`config.mk`:
```
export PLATFORM = sky130hd
export DESIGN_NAME = mult_fsm_ctrl
export DESIGN_NICKNAME = d
export VERILOG_FILES = /design/src/rtl/mult_fsm_ctrl.sv
export SDC_FILE = /design/constraint.sdc
export NUM_CORES = 1
export LEC_CHECK = 0
export BUFFER_PORTS_ARGS = -buffer_cell sky130_fd_sc_hd__buf_2
export CAP_MARGIN = 40
export CORE_AREA = 2 2 39 41
export CTS_CLUSTER_SIZE = 25
export DETAILED_ROUTE_END_ITERATION = 12
export DIE_AREA = 0 0 41 43
export PLACE_DENSITY = 0.71
export SYNTH_ARGS = -nofsm -noshare
export SYNTH_HDL_FRONTEND = slang
export SYNTH_SLANG_ARGS = --single-unit
```
`constraint.sdc`:
```
create_clock -name CLK -period 2.1 [get_ports CLK]
set_input_delay 0.315 -clock CLK [delete_from_list [all_inputs] [get_ports CLK]]
set_output_delay 0.315 -clock CLK [all_outputs]
set_load 0.1 [all_outputs]
```
`src/rtl/mult_fsm_ctrl.sv`:
```
// Control FSM for the 5x5 shift-add multiplier: conditions START, sequences
// LOAD/RUN/DONE, and guards against a B register that never reaches zero.
module mult_fsm_ctrl #(
  parameter logic [1:0]  SEL_HOLD = 2'b00,
  parameter logic [1:0]  SEL_SHL  = 2'b01,
  parameter logic [1:0]  SEL_SHR  = 2'b10,
  parameter logic [1:0]  SEL_LOAD = 2'b11,
  parameter int unsigned ITER_MAX = 5
) (
  input  logic       CLK,
  input  logic       CLR_N,
  input  logic       START,
  input  logic       EQ,
  output logic [1:0] SEL_A,
  output logic [1:0] SEL_B,
  output logic       LD,
  output logic       ACC_CLR,
  output logic       BUSY,
  output logic       DONE,
  output logic       ERR
);

  localparam int unsigned CNT_W = $clog2(ITER_MAX + 1);

  typedef enum logic [1:0] {
    ST_IDLE,
    ST_LOAD,
    ST_RUN,
    ST_DONE
  } state_t;

  state_t           state, state_next;
  logic             s1, s2, s3;
  logic             start_pulse;
  logic [CNT_W-1:0] iter_cnt, iter_cnt_next;
  logic             err_next;
  logic             at_max;

  // s1 is the metastability catcher; edge detection uses only s2/s3.
  always_ff @(posedge CLK or negedge CLR_N) begin
    if (!CLR_N) begin
      s1 <= 1'b0;
      s2 <= 1'b0;
      s3 <= 1'b0;
    end else begin
      s1 <= START;
      s2 <= s1;
      s3 <= s2;
    end
  end

  assign start_pulse = s2 & ~s3;
  assign at_max      = (iter_cnt == CNT_W'(ITER_MAX));

  always_ff @(posedge CLK or negedge CLR_N) begin
    if (!CLR_N) begin
      state    <= ST_IDLE;
      iter_cnt <= '0;
      ERR      <= 1'b0;
    end else begin
      state    <= state_next;
      iter_cnt <= iter_cnt_next;
      ERR      <= err_next;
    end
  end

  always_comb begin
    state_next    = state;
    iter_cnt_next = iter_cnt;
    err_next      = ERR;
    SEL_A         = SEL_HOLD;
    SEL_B         = SEL_HOLD;
    LD            = 1'b0;
    ACC_CLR       = 1'b0;
    BUSY          = 1'b0;
    DONE          = 1'b0;
    unique case (state)
      ST_IDLE: begin
        if (start_pulse) state_next = ST_LOAD;
      end
      ST_LOAD: begin
        SEL_A         = SEL_LOAD;
        SEL_B         = SEL_LOAD;
        ACC_CLR       = 1'b1;
        BUSY          = 1'b1;
        iter_cnt_next = '0;
        err_next      = 1'b0;
        state_next    = ST_RUN;
      end
      ST_RUN: begin
        BUSY = 1'b1;
        if (EQ) begin
          state_next = ST_DONE;
        end else if (at_max) begin
          err_next   = 1'b1;
          state_next = ST_DONE;
        end else begin
          // Accumulate and shift share this edge; the counter only advances
          // below ITER_MAX, so it saturates instead of wrapping.
          LD            = 1'b1;
          SEL_A         = SEL_SHL;
          SEL_B         = SEL_SHR;
          iter_cnt_next = iter_cnt + 1'b1;
        end
      end
      ST_DONE: begin
        DONE = 1'b1;
        if (start_pulse) state_next = ST_LOAD;
      end
      default: state_next = ST_IDLE;
    endcase
  end

endmodule

```
==> metrics.md, run 1 <==
| Metric | Value |
|---|---|
| Final wirelength | 846 µm |
| Max Used Layer | met4 |
| Met1 WL | 362 µm |
| MaxCap Viol Count | 0 |
| Routed vias | 359 |
| Crit end category | output pin |
| DR pass1 iterations | 2 |
| Setup TNS | 0 ps |
| Main combinational cell family by area after synthesis | simple AND/OR/NAND/NOR gates |
| Routability Congestion | 0.6739 |
| Post-synthesis sequential area ratio | 45.11% |
| CTS tree | done |
| Critical Path, Cell by Cell | inv_2, ha_4, nor2b_4, nand2_4, a21oi_4, buf_12 |
| Outcome | completed |
| Overall Global Routing Usage | 11.89% |
| Site row count | 14 |
| Starting density of the core | 36.08% |
| Skew final | 6.380 ps |
| Post-Synth XOR/XNOR Area | 0% |
| Fin util | 49.28% |
| H-Tree Depth | 1 |
| Die area | 1763 µm² |
| Yosys top cell area share | 45.11% |
| Worst skew pair latency | 270 ps |
| Fin crit share | 94.94% |
| Placed wire-length estimate | 687.2 µm |
| Max incr delay on CP | 450 ps |
| Crit Path Class | reg2out |
| Critical Path Start Type | register |
| N_diodes | 0 |
| Fin cells | 75 |
| CTS clk-pin slew, worst paths | 70 ps |
| Vias per inst | 4.787 |
| # port buffers | 12 |
| Post-synthesis mux area share | 6.015% |
| Most common cell after layout, fill and taps aside | buf_2 |
| Worst path top cell family by delay | flip-flops |
| Fmax achieved | 501.6 MHz |
| FILL cells | 127 |
| WL/cell | 11.28 µm |
| Post-CTS setup buffer count | 0 |
| Synth Area in Simple Gates | 15.79% |
| CP max FO | 5 |
| Synth Area in Compound Gates | 9.023% |
| Met3 wire length | 50 µm |
| Layout cell share with drive strength beyond 1 | 49.15% |
| Rel. slew slack | 67.77% |
| Yosys cell types | 20 |
| Slowest CP cell | dfrtp_2 |
| CTS max path bufs | 2 |
| Core Footprint | 1384 µm² |
| Worst Path Required | 1780 ps |
| TritonCTS buffer count | 3 |
| Final ANT Viol Nets | 0 |
| Initial DRC count | 4 |
| Net count after synthesis | 55 |
| DRC | 0 |
| Clk sinks | 9 |
| Slew of the pin with the lowest slew margin | 486.8 ps |
| Die Span Y | 43 µm |
| Vias in the first global route | 327 |
| Sum of buffers and inverters on the critical path | 2 |
| Post-layout min period | 1994 ps |
| Ys Warns | 0 |
| Most frequent cells in the layout | 9 x buf_2, 8 x dfrtp_1, 4 x inv_2, 4 x ha_1 |
| Met2 wire length | 402 µm |
| RSZ-0062 raised after global routing | false |
| Gate Count Post-Synth | 45 |
| Area grow syn2layout | 36.59% |
| Largest net degree at the start of global routing | 10 |
| Avg Inst Size Synth | 11.09 µm² |
| Yosys reg bits | 9 |
| GRT overflow | 0 |
| Synthesized-area fraction occupied by adder cells | 15.04% |
| Post-synth top area cell | dfrtp_1 |
| First-pass GRT wire length | 1317 µm |
| Final Hold Vio Count | 0 |
| CTS Root Cell | clkbuf_4 |
| Nets | 70 |
| Final setup violation count | 0 |
| Max-slew violations | 0 |
| Synthesized area | 499.2 µm² |
| Hold WC Path Type | in2reg |
| Die W | 41 µm |
| Initial antenna violation count | 0 |
| WP data arrival | 1680 ps |
| Dpl cells | 70 |
| Largest cells by area after synthesis | dfrtp_1 45%, ha_1 15%, mux2i_1 6.0% |
| I/O pins | 13 |
==> flip-flops by register name, summed over array words and instances (netlist names) <==
register,cells
s2,1
state,2
s3,1
ERR,1
iter_cnt,3
s1,1
==> synth_stat cells <==
cell type / n
nor2_1: 1
nor2b_1: 1
a22o_1: 1
mux2i_1: 3
ha_1: 6
a21oi_1: 3
buf_4: 3
nand2b_1: 1
nor2b_4: 1
nand2_1: 2
o22ai_1: 1
o21bai_1: 1
inv_1: 5
a22oi_1: 1
nor3_2: 1
inv_2: 1
dfrtp_1: 9
nand2b_2: 1
nand2_2: 2
and4b_1: 1
==> stage by stage <==
step           cell area (µm²)  hold slack [ps]  setup slack [ps]
2_1_floorplan            543.0            19.41            -42.02
3_3_place_gp             633.1            177.3             357.5
3_5_place_dp             633.1            178.4             334.4
4_1_cts                  670.6            138.4             26.43
5_1_grt                  681.9            131.2             42.35
6_report                 681.9            146.2             106.2
==> worst register-to-register path, cell delays in order (launching register included) <==
cell	delay [ps]
dfrtp_2	420
inv_2	70
ha_4	170
nor2b_4	140
a22oi_1	230
mux2i_1	200
==> final cells by class <==
| cell class | count | area, µm² | area share [%] |
|---|---|---|---|
| inverters | 6 | 22.52 | 3.303 |
| repair buffers | 13 | 115.1 | 16.88 |
| flip-flops and latches | 9 | 226.5 | 33.21 |
| clock inverters | 1 | 5.005 | 0.7339 |
| multi-input cells | 27 | 270.3 | 39.63 |
| clock buffers | 3 | 22.52 | 3.303 |
| well taps | 16 | 20.02 | 2.936 |
==> worst paths after layout <==
kind	cells after the start	endpoint	slack, ps	start
min reg2reg	0	s2$_DFF_PN0_	360	s1$_DFF_PN0_
min in group asynchronous	2	iter_cnt[0]$_DFFE_PN0P_	420	CLR_N
max	6	SEL_B[1]	110	state[0]$_DFFE_PN0P_
min	1	s1$_DFF_PN0_	150	START
max reg2reg	5	state[0]$_DFFE_PN0P_	800	state[0]$_DFFE_PN0P_
max in group asynchronous	2	state[0]$_DFFE_PN0P_	1490	CLR_N
==> repair_timing <==
item | in CTS | in global routing
gates resized for setup | 0 | 3
hold buffers | 1 | 0
endpoints found under the hold margin | 9 | 0
endpoints found under the setup margin | 0 | 2
==> metal layers <==
layer	vias to the layer above	global-route usage (%)
met3	5	3.141
met2	13	15.63
li1	176	-
met1	165	14.38
met5	-	0
met4	0	12.00
==> cells by family (layout without fill, tap and decap cells) <==
| kind of cell | Yosys count | after routing |
|---|---|---|
| AO/OA/AOI/OAI | 7 | 7 |
| adder cells (fa/ha/maj) | 6 | 6 |
| buffers and inverters | 9 | 23 |
| flip-flops | 9 | 9 |
| multiplexers | 3 | 3 |
| AND/OR/NAND/NOR | 11 | 11 |
Power of run 1 is not shown: default switching activity piles up to over one toggle a cycle in this logic, so the estimate is an artifact.
==> inputs of run 2 (changes only) <==
--- a/config.mk
+++ b/config.mk
@@ -12,6 +12,7 @@
 export DETAILED_ROUTE_END_ITERATION = 12
 export DIE_AREA = 0 0 41 43
 export PLACE_DENSITY = 0.71
+export RECOVER_POWER = 25
 export SYNTH_ARGS = -nofsm -noshare
 export SYNTH_HDL_FRONTEND = slang
 export SYNTH_SLANG_ARGS = --single-unit
==> metrics.md, run 2 (synthesis gave the netlist of run 1 again) <==
| Metric | Value |
|---|---|
| Skew final | 6.380 ps |
| TritonCTS buffer count | 3 |
| Die Span Y | 43 µm |
| Routed vias | 359 |
| Fin crit share | 94.94% |
| Post-layout min period | 1994 ps |
| Die area | 1763 µm² |
| Final setup violation count | 0 |
| H-Tree Depth | 1 |
| Setup WS pre-CTS | 334.4 ps |
| WP data arrival | 1680 ps |
| Worst skew pair latency | 270 ps |
| # port buffers | 12 |
| Nets | 70 |
| Final ANT Viol Nets | 0 |
| Post-CTS setup buffer count | 0 |
| Reg with most FFs | iter_cnt |
| Layout cell share with drive strength beyond 1 | 47.46% |
| Rel. slew slack | 67.54% |
| Hold WC Path Type | in2reg |
| Outcome | completed |
| Max incr delay on CP | 450 ps |
| Routability Congestion | 0.6739 |
| MaxCap Viol Count | 0 |
| Area grow syn2layout | 36.34% |
| Clk sinks | 9 |
| Largest regs | iter_cnt: 3 flops, state: 2 flops |
| Site row count | 14 |
| Placed wire-length estimate | 687.2 µm |
| Initial DRC count | 4 |
| Max reg flops | 3 |
| Sum of buffers and inverters on the critical path | 2 |
| GRT overflow | 0 |
| Slew of the pin with the lowest slew margin | 487.0 ps |
| Setup TNS | 0 ps |
| Slowest CP cell | dfrtp_2 |
| CTS max path bufs | 2 |
| Worst path top cell family by delay | flip-flops |
| Final wirelength | 845 µm |
| Critical Path Start Type | register |
| DRC | 0 |
| Crit end category | output pin |
| Initial antenna violation count | 0 |
| WL/cell | 11.27 µm |
| RSZ-0062 raised after global routing | false |
| CTS clk-pin slew, worst paths | 70 ps |
| CTS tree | done |
| DR pass1 iterations | 2 |
| CP max FO | 5 |
| Most frequent cells in the layout | 8 x dfrtp_1, 8 x buf_2, 4 x inv_2, 4 x ha_1 |
| Die W | 41 µm |
| N_diodes | 0 |
| I/O pins | 13 |
| Vias in the first global route | 327 |
| Max-slew violations | 0 |
| Starting density of the core | 36.08% |
| Worst Path Required | 1780 ps |
| Overall Global Routing Usage | 11.89% |
| Core Footprint | 1384 µm² |
| Final Hold Vio Count | 0 |
| Critical Path, Cell by Cell | inv_2, ha_4, nor2b_4, nand2_4, a21oi_4, buf_12 |
| CTS Root Cell | clkbuf_4 |
| First-pass GRT wire length | 1317 µm |
| Worst setup margin | 106.2 ps |
| FILL cells | 128 |
| Largest net degree at the start of global routing | 10 |
| Fmax achieved | 501.6 MHz |
| Vias per inst | 4.787 |
| Crit Path Class | reg2out |
==> run 2: cell count changes in the layout (fill, tap and decap cells not counted), sizes merged <==
cell    delta
clkbuf     +1
buf        -1
==> run 2: metrics by stage <==
stage	instances	utilization, %	hold slack (ps)	cell area, µm²
after floorplan	45	-	19.41	543.0
after global placement	70	45.75	177.3	633.1
after detailed placement	70	45.75	178.4	633.1
after CTS	75	48.46	138.4	670.6
after global routing	75	49.19	131.2	680.7
final	75	49.19	146.2	680.7
==> run 2: path summary, 6_finish.rpt <==
check	end	startpoint	slack (ps)	cells after the start
worst max-delay path	SEL_B[1]	state[0]$_DFFE_PN0P_	110	6
worst min-delay path	s1$_DFF_PN0_	START	150	1
worst max register to register	state[0]$_DFFE_PN0P_	state[0]$_DFFE_PN0P_	800	5
worst min register to register	s2$_DFF_PN0_	s1$_DFF_PN0_	360	0
max in group asynchronous	state[0]$_DFFE_PN0P_	CLR_N	1240	2
min in group asynchronous	iter_cnt[0]$_DFFE_PN0P_	CLR_N	510	2
==> run 2: repair_timing <==
item,in CTS,in global routing
hold buffers,1,0
resized for setup,0,3
endpoints found under the setup margin,0,2
hold endpoints to repair,9,0
==> run 2: routing by layer <==
layer	global-route usage, %	part of all wire [%]
met1	14.38	43
met2	15.63	48
met3	3.141	5.9
met4	12.00	3.7
met5	0	0
==> run 2: area by class of cell <==
cell class	count	area, µm²	share of cell area (%)
multi-input cells	27	270.3	39.71
flip-flops and latches	9	226.5	33.27
repair buffers	13	113.9	16.73
clock buffers	3	22.52	3.309
inverters	6	22.52	3.309
well taps	16	20.02	2.941
clock inverters	1	5.005	0.7353
==> run 2: worst register-to-register path, cell delays in order (launching register included) <==
cell and delay [ps]:
dfrtp_2 420, inv_2 70, ha_4 170, nor2b_4 140
a22oi_1 230, mux2i_1 200
Power of run 2 is left out for the same reason.
